$ cat config.mk
export PLATFORM = sky130hd
export DESIGN_NAME = wb_buffer_flat
export DESIGN_NICKNAME = d
export VERILOG_FILES = /design/src/rtl/wb_buffer_if.sv /design/src/rtl/wb_buffer.sv /design/src/flat_wrapper.sv
export SDC_FILE = /design/constraint.sdc
export NUM_CORES = 2
export LEC_CHECK = 0
export ABC_CLOCK_PERIOD_IN_PS = 47300
export BUFFER_PORTS_ARGS = -buffer_cell sky130_fd_sc_hd__buf_4
export CAP_MARGIN = 10
export CORE_MARGIN = 8
export CORE_UTILIZATION = 45
export DETAILED_ROUTE_END_ITERATION = 8
export MAX_ROUTING_LAYER = met4
export PLACE_DENSITY = 0.76
export SLEW_MARGIN = 20
export SYNTH_ARGS = -nofsm -noshare
export SYNTH_HDL_FRONTEND = slang
export SYNTH_SLANG_ARGS = --single-unit
$ cat constraint.sdc
create_clock -name clk -period 47.3 [get_ports clk]
set_clock_uncertainty 0.15 [all_clocks]
set_input_delay 9.46 -clock clk [delete_from_list [all_inputs] [get_ports clk]]
set_output_delay 9.46 -clock clk [all_outputs]
set_load 0.1 [all_outputs]
$ cat src/rtl/wb_buffer_if.sv
// Bus bundle for the write-back buffer: cache eviction channel, cache fill
// channel and the single memory port.
interface wb_buffer_if #(
    parameter int ADDR_W = 27,
    parameter int LINE_W = 256
) ();
    logic              evict_valid;
    logic              evict_ready;
    logic [ADDR_W-1:0] evict_addr;
    logic [LINE_W-1:0] evict_data;
    logic              fill_valid;
    logic              fill_ready;
    logic [ADDR_W-1:0] fill_addr;
    logic              fill_rvalid;
    logic [LINE_W-1:0] fill_rdata;
    logic              mem_req;
    logic              mem_we;
    logic [ADDR_W-1:0] mem_addr;
    logic [LINE_W-1:0] mem_wdata;
    logic              mem_ack;
    logic [LINE_W-1:0] mem_rdata;

    // The buffer itself: serves the cache, drives the memory port.
    modport slave (
        input  evict_valid, evict_addr, evict_data, fill_valid, fill_addr,
               mem_ack, mem_rdata,
        output evict_ready, fill_ready, fill_rvalid, fill_rdata,
               mem_req, mem_we, mem_addr, mem_wdata
    );

    // The surrounding cache and memory.
    modport master (
        output evict_valid, evict_addr, evict_data, fill_valid, fill_addr,
               mem_ack, mem_rdata,
        input  evict_ready, fill_ready, fill_rvalid, fill_rdata,
               mem_req, mem_we, mem_addr, mem_wdata
    );
endinterface

$ cat src/rtl/wb_buffer.sv
// Write-back buffer: queues dirty lines evicted by the cache, drains them to
// memory in the background and serves line fills from buffered data first.
//
// state | meaning
// IDLE  | no memory transaction; accepts fills, chooses fill or drain
// RD    | fill miss in flight on the memory port
// WR    | head entry being written to memory
module wb_buffer #(
    parameter int DEPTH  = 4,
    parameter int LINE_W = 256,
    parameter int ADDR_W = 27
) (
    input  logic       clk,
    input  logic       rst_n,
    wb_buffer_if.slave bus
);
    localparam int PTR_W = $clog2(DEPTH);
    localparam int CNT_W = PTR_W + 1;

    typedef enum logic [1:0] {IDLE, RD, WR} state_t;

    state_t            state, state_nxt;
    logic [DEPTH-1:0]  ent_valid;
    logic [ADDR_W-1:0] ent_addr [DEPTH];
    logic [LINE_W-1:0] ent_data [DEPTH];
    logic [PTR_W-1:0]  head, tail;
    logic [CNT_W-1:0]  count;

    logic              evict_acc, fill_acc, start_wr, head_busy, push, pop;
    logic              ev_hit, fl_hit, fwd_hit, ev_same;
    logic [PTR_W-1:0]  ev_idx, fl_idx;
    logic [LINE_W-1:0] fwd_data;
    logic              fill_ready_c;

    logic              fill_rvalid_q;
    logic [LINE_W-1:0] fill_rdata_q;
    logic              mem_req_q, mem_we_q;
    logic [ADDR_W-1:0] mem_addr_q;
    logic [LINE_W-1:0] mem_wdata_q;

    assign bus.evict_ready = (count < CNT_W'(DEPTH));
    assign bus.fill_ready  = fill_ready_c;
    assign bus.fill_rvalid = fill_rvalid_q;
    assign bus.fill_rdata  = fill_rdata_q;
    assign bus.mem_req     = mem_req_q;
    assign bus.mem_we      = mem_we_q;
    assign bus.mem_addr    = mem_addr_q;
    assign bus.mem_wdata   = mem_wdata_q;

    assign evict_acc = bus.evict_valid && bus.evict_ready;
    assign fill_acc  = bus.fill_valid && (state == IDLE);
    assign start_wr  = (state == IDLE) && !fill_acc && (count != '0);
    // The head is protected from in-place overwrite on the very edge its
    // drain is launched too, otherwise the new data would be popped unwritten.
    assign head_busy = (state == WR) || start_wr;
    assign pop       = (state == WR) && bus.mem_ack;
    assign push      = evict_acc && !ev_hit;
    assign ev_same   = evict_acc && (bus.evict_addr == bus.fill_addr);
    assign fwd_hit   = ev_same || fl_hit;
    assign fwd_data  = ev_same ? bus.evict_data : ent_data[fl_idx];

    // Address match of the incoming eviction and fill against buffered entries.
    always_comb begin
        ev_hit = 1'b0;
        ev_idx = '0;
        fl_hit = 1'b0;
        fl_idx = '0;
        for (int i = 0; i < DEPTH; i++) begin
            if (ent_valid[i] && (ent_addr[i] == bus.evict_addr) &&
                !(head_busy && (PTR_W'(i) == head))) begin
                ev_hit = 1'b1;
                ev_idx = PTR_W'(i);
            end
            if (ent_valid[i] && (ent_addr[i] == bus.fill_addr)) begin
                fl_hit = 1'b1;
                fl_idx = PTR_W'(i);
            end
        end
    end

    // State register.
    always_ff @(posedge clk or negedge rst_n) begin
        if (!rst_n) state <= IDLE;
        else        state <= state_nxt;
    end

    // Next-state selection; fills take priority over drains.
    always_comb begin
        state_nxt    = state;
        fill_ready_c = 1'b0;
        case (state)
            IDLE: begin
                fill_ready_c = 1'b1;
                if (fill_acc && !fwd_hit) state_nxt = RD;
                else if (start_wr)        state_nxt = WR;
            end
            RD:      if (bus.mem_ack) state_nxt = IDLE;
            WR:      if (bus.mem_ack) state_nxt = IDLE;
            default: state_nxt = IDLE;
        endcase
    end

    // FIFO bookkeeping: valid bits, pointers and occupancy.
    always_ff @(posedge clk or negedge rst_n) begin
        if (!rst_n) begin
            ent_valid <= '0;
            head      <= '0;
            tail      <= '0;
            count     <= '0;
        end else begin
            if (pop) begin
                ent_valid[head] <= 1'b0;
                head            <= head + PTR_W'(1);
            end
            if (push) begin
                ent_valid[tail] <= 1'b1;
                tail            <= tail + PTR_W'(1);
            end
            count <= count + CNT_W'(push) - CNT_W'(pop);
        end
    end

    // Line storage: in-place update on a hit, otherwise write at tail.
    always_ff @(posedge clk) begin
        if (evict_acc) begin
            if (ev_hit) begin
                ent_data[ev_idx] <= bus.evict_data;
            end else begin
                ent_addr[tail] <= bus.evict_addr;
                ent_data[tail] <= bus.evict_data;
            end
        end
    end

    // Registered fill response and memory port, held stable while mem_req.
    always_ff @(posedge clk or negedge rst_n) begin
        if (!rst_n) begin
            fill_rvalid_q <= 1'b0;
            fill_rdata_q  <= '0;
            mem_req_q     <= 1'b0;
            mem_we_q      <= 1'b0;
            mem_addr_q    <= '0;
            mem_wdata_q   <= '0;
        end else begin
            fill_rvalid_q <= 1'b0;
            if (fill_acc && fwd_hit) begin
                fill_rvalid_q <= 1'b1;
                fill_rdata_q  <= fwd_data;
            end
            if ((state == RD) && bus.mem_ack) begin
                fill_rvalid_q <= 1'b1;
                fill_rdata_q  <= bus.mem_rdata;
            end
            if (fill_acc && !fwd_hit) begin
                mem_req_q  <= 1'b1;
                mem_we_q   <= 1'b0;
                mem_addr_q <= bus.fill_addr;
            end else if (start_wr) begin
                mem_req_q   <= 1'b1;
                mem_we_q    <= 1'b1;
                mem_addr_q  <= ent_addr[head];
                mem_wdata_q <= ent_data[head];
            end else if ((state != IDLE) && bus.mem_ack) begin
                mem_req_q <= 1'b0;
            end
        end
    end
endmodule

$ cat src/flat_wrapper.sv
// flat-port wrapper written by rule: the top's interface ports become plain ports
module wb_buffer_flat 
#(
    parameter int DEPTH  = 4,
    parameter int LINE_W = 256,
    parameter int ADDR_W = 27
)
  (clk, rst_n, bus_evict_valid, bus_evict_addr, bus_evict_data, bus_fill_valid, bus_fill_addr, bus_mem_ack, bus_mem_rdata, bus_evict_ready, bus_fill_ready, bus_fill_rvalid, bus_fill_rdata, bus_mem_req, bus_mem_we, bus_mem_addr, bus_mem_wdata);
  wb_buffer_if #(.ADDR_W(ADDR_W), .LINE_W(LINE_W)) bus_i ();
  input  logic clk;
  input  logic rst_n;
  input wire logic [$bits(bus_i.evict_valid)-1:0] bus_evict_valid;
  input wire logic [$bits(bus_i.evict_addr)-1:0] bus_evict_addr;
  input wire logic [$bits(bus_i.evict_data)-1:0] bus_evict_data;
  input wire logic [$bits(bus_i.fill_valid)-1:0] bus_fill_valid;
  input wire logic [$bits(bus_i.fill_addr)-1:0] bus_fill_addr;
  input wire logic [$bits(bus_i.mem_ack)-1:0] bus_mem_ack;
  input wire logic [$bits(bus_i.mem_rdata)-1:0] bus_mem_rdata;
  output wire logic [$bits(bus_i.evict_ready)-1:0] bus_evict_ready;
  output wire logic [$bits(bus_i.fill_ready)-1:0] bus_fill_ready;
  output wire logic [$bits(bus_i.fill_rvalid)-1:0] bus_fill_rvalid;
  output wire logic [$bits(bus_i.fill_rdata)-1:0] bus_fill_rdata;
  output wire logic [$bits(bus_i.mem_req)-1:0] bus_mem_req;
  output wire logic [$bits(bus_i.mem_we)-1:0] bus_mem_we;
  output wire logic [$bits(bus_i.mem_addr)-1:0] bus_mem_addr;
  output wire logic [$bits(bus_i.mem_wdata)-1:0] bus_mem_wdata;
  assign bus_i.evict_valid = bus_evict_valid;
  assign bus_i.evict_addr = bus_evict_addr;
  assign bus_i.evict_data = bus_evict_data;
  assign bus_i.fill_valid = bus_fill_valid;
  assign bus_i.fill_addr = bus_fill_addr;
  assign bus_i.mem_ack = bus_mem_ack;
  assign bus_i.mem_rdata = bus_mem_rdata;
  assign bus_evict_ready = bus_i.evict_ready;
  assign bus_fill_ready = bus_i.fill_ready;
  assign bus_fill_rvalid = bus_i.fill_rvalid;
  assign bus_fill_rdata = bus_i.fill_rdata;
  assign bus_mem_req = bus_i.mem_req;
  assign bus_mem_we = bus_i.mem_we;
  assign bus_mem_addr = bus_i.mem_addr;
  assign bus_mem_wdata = bus_i.mem_wdata;
  wb_buffer #(.DEPTH(DEPTH), .LINE_W(LINE_W), .ADDR_W(ADDR_W)) u_core (.clk(clk), .rst_n(rst_n), .bus(bus_i));
endmodule
==> results.md <==
* Outcome: complete, no violations
* Post-Synthesis Cells at 5270
* Area growth from synthesis to layout at 19.66%
* Max Slew Vio Count at 0
* Seq/Total Area, Yosys at between 60% and 70%
* VDD IR max at roughly 0.075 mV
* Flops & latches, synth at approximately 1700
* Count leader, synth: edfxtp_1
* Crit path max-delay family: buffers and inverters
* Initial antenna violation count at between 60 and 70
* CTS tree: yes
* Tmin final at between 15 and 20 ns
* Yosys top cell by area: edfxtp_1
* Syn nets at about 5900
* RSZ-0062 raised after global routing: false
* Most used DFF post-synth: edfxtp_1
* Clk root buf: clkbuf_16
* Flop2flop setup slack at 40.49 ns
* Combinational fraction of design power at roughly 50%
* DIE AREA at 187700 um2
* Die X at roughly 430 um
* Setup TNS at 0 ns
* Critical path class: primary input to register
* List of most frequent post-synthesis cells: edfxtp_1 (1132), dfrtp_1 (555), o21a_1 (513)
* Clk pin slew, worst setup/hold paths at 0.06 ns
* Dpl cells at 8271
* Number of synthesized flops with an enable pin at about 1100
* Internal power at 3638 uW
* Max Fanout on Critical Path at 77
* Routed WL per cell at about 32 um
* Mapped Avg Cell Area at approximately 15 um2
* Final HPWL DP at about 180000 um
* Clock Latency Late Sink at ~0.84 ns
* First-pass GRT wire length at around 390000 um
* Worst Hold Class: register to register
* IO Pins at between 1000 and 1500
* Number of nets with antenna violations after routing at 0
* Sink Count at 1687
* Slew @ Worst Pin at about 1.2 ns
* Htree depth at 4
* DR iter-0 viols at 6800
* Sw Ratio at between 40% and 50%
* Buffers & Inverters on Critical Path at 5
* Initial Util at a little under half
* CP required at roughly 48 ns
* Maximum clock insertion buffer count at 3
* Number of port buffers at 1114
* Crit path launch type: primary input
* Top cell type's share of synthesized area at ~43%
* CP Cell Sequence: buf_4, xnor2_1, nand4_1, or4_1, nor2_4, o311a_4, buf_4, buf_4, buf_4, buf_4, a211oi_1, a21oi_2
* DIE HEIGHT at around 430 um
* # setup viols final at 0
* Multi-input gate area at 27790 um2
* Static Leak at 0.03394 uW
* Post-Layout Cell Count at about 8700
* Number of max-cap violations at 0
* Ys Warns at 0
* Total track usage at 28.66%
* Final Hold Viols at 0
* Reg power frac at approximately 31%
* Critical path's largest stage delay at 0.82 ns
* Routed via count at about 55000
* First drt pass iteration count at 6
* CTS-repair resized insts at 0
* Ranking of synthesized cells by area: edfxtp_1 (43%), dfrtp_1 (18%), mux4_2 (8.1%)
* Core Box Area at between 150000 and 200000 um2
* Slowest CP cell: buf_4
* Post-Syn Area at a little under 80000 um2
* Clock power frac at about a fifth
* CP Launch Point: bus_fill_addr[6]
* Worst R2R Start: u_core.ent_addr[2][6]
* Layout cell share with drive strength beyond 1 at ~36%
* Routability Congestion at ~0.96
* WL final at 275000 um
* Pwr dens at 74.60 nW/um2
* Vias per cell at 6.353
* Worst path most repeated cell: buf_4
* Relative slew slack at 21.43%
* FILL cells at approximately 14000
* Final period util at 31.86%
* Row count at approximately 150
* Largest net degree at the start of global routing at between 100 and 150
* Post-synth ARST share at around a third
* DRC viols at 0
* Congestion Overflow GR at 0
* Hold path start: u_core.bus.mem_wdata[158]
* FF+latch area at around 48000 um2
* Setup bufs post-CTS at 0
* Crit path DAT at 15.67 ns
* Hold Slack at 0.3553 ns
* Netlist cell types at 46
* Fmax at about 66 MHz
* Crit. End Element: register
* Vias in the first global route at between 50000 and 60000
* Final #Nets at around 6700
* CTS hold repair buffers at 0
* Inserted Clock Buffers at 175
* NetSw at between 3000 and 4000 uW
==> layout make-up <==
cell class / instances / area share (%)
clock inverters: 79 / 0.9996
clock buffers: 253 / 5.190
well taps: 2325 / 3.103
multi-input cells: 3048 / 29.64
inverters: 12 / 0.04805
flip-flops and latches: 1687 / 51.08
diodes: 67 / 0.1788
repair buffers: 1199 / 9.760
==> per-layer routing <==
metal	global-route usage (%)	routed length (um)	vias to the layer above
li1	-	-	22740
met1	35.78	102300	28470
met2	44.80	133400	3342
met3	5.836	24150	531
met4	14.24	15020	0
met5	-	0	-
==> worst register-to-register path, delay by kind of cell, from the launching register on <==
family	cells	cell delay, ns
buffers and inverters	4	3.06
AO/OA/AOI/OAI	3	1.17
XOR/XNOR	1	0.36
AND/OR/NAND/NOR	3	1.49
flip-flops	1	0.48
==> worst paths after layout <==
check / end / cells after the start
worst max-delay path: u_core.bus.fill_rdata[149] / 12
worst min-delay path: u_core.bus.mem_wdata[158] / 1
worst max register to register: u_core.bus.fill_rdata[149] / 11
worst min register to register: u_core.bus.mem_wdata[158] / 1
max in group asynchronous: u_core.bus.fill_rdata[139] / 5
min in group asynchronous: u_core.bus.fill_rdata[12] / 1
==> flip-flops by register name, summed over array words and instances (netlist names) <==
register / cells
u_core.bus.fill_rvalid: 1
u_core.count: 3
u_core.ent_data: 1024
u_core.bus.fill_rdata: 256
u_core.ent_valid: 4
u_core.bus.mem_wdata: 256
u_core.bus.mem_req: 1
u_core.tail: 2
u_core.bus.mem_addr: 27
u_core.bus.mem_we: 1
u_core.state: 2
u_core.head: 2
u_core.ent_addr: 108
==> cells by family after synthesis <==
| group | count (synthesis) | share of synthesized area, % |
|---|---|---|
| AND/OR/NAND/NOR | 375 | 2.958 |
| flip-flops | 1687 | 61.11 |
| adder cells (fa/ha/maj) | 14 | 0.2332 |
| AO/OA/AOI/OAI | 1817 | 16.76 |
| XOR/XNOR | 247 | 2.761 |
| buffers and inverters | 535 | 3.556 |
| multiplexers | 595 | 12.62 |
==> through the flow <==
stage | instance area [um2] | power [uW] | setup WS, ns | util [%]
2_1_floorplan | 78350 | 4748 | 16.83 | -
3_3_place_gp | 87770 | 5586 | 31.63 | 50.61
3_5_place_dp | 87770 | 5617 | 31.57 | 50.61
4_1_cts | 93580 | 7006 | 32.42 | 53.95
5_1_grt | 93750 | 7191 | 32.00 | 54.05
6_report | 93750 | 6993 | 32.23 | 54.05
==> power groups by stage <==
stage,combinational [uW],sequential [uW],clock [uW]
after floorplan,963,3780,0
after global placement,3400,2190,0
after detailed placement,3420,2200,0
after CTS,3430,2180,1400
after global routing,3520,2210,1460
final,3420,2190,1390
==> cell usage in the layout, fill, tap and decap left out, drive strengths merged, types with 2 or more instances in the layout <==
cell and count:
nor4 18, mux4 283, edfxtp 1132, and2 6
a31o 2, nor2b 3, xor2 48, xnor2 199
clkinv 57, and3 259, dfrtp 555, nand4 51
inv 18, o21ai 264, or4 4, nand3 6
nor2 2, clkinvlp 5, ha 13, nor3b 3
o21a 513, nand2 12, a211oi 513, buf 1199
a21oi 258, a22oi 257, a22o 5, mux2 312
clkbuf 253, nor3 9, bufinv 11, diode 67
No activity file was read; power rests on OpenSTA's default activity.
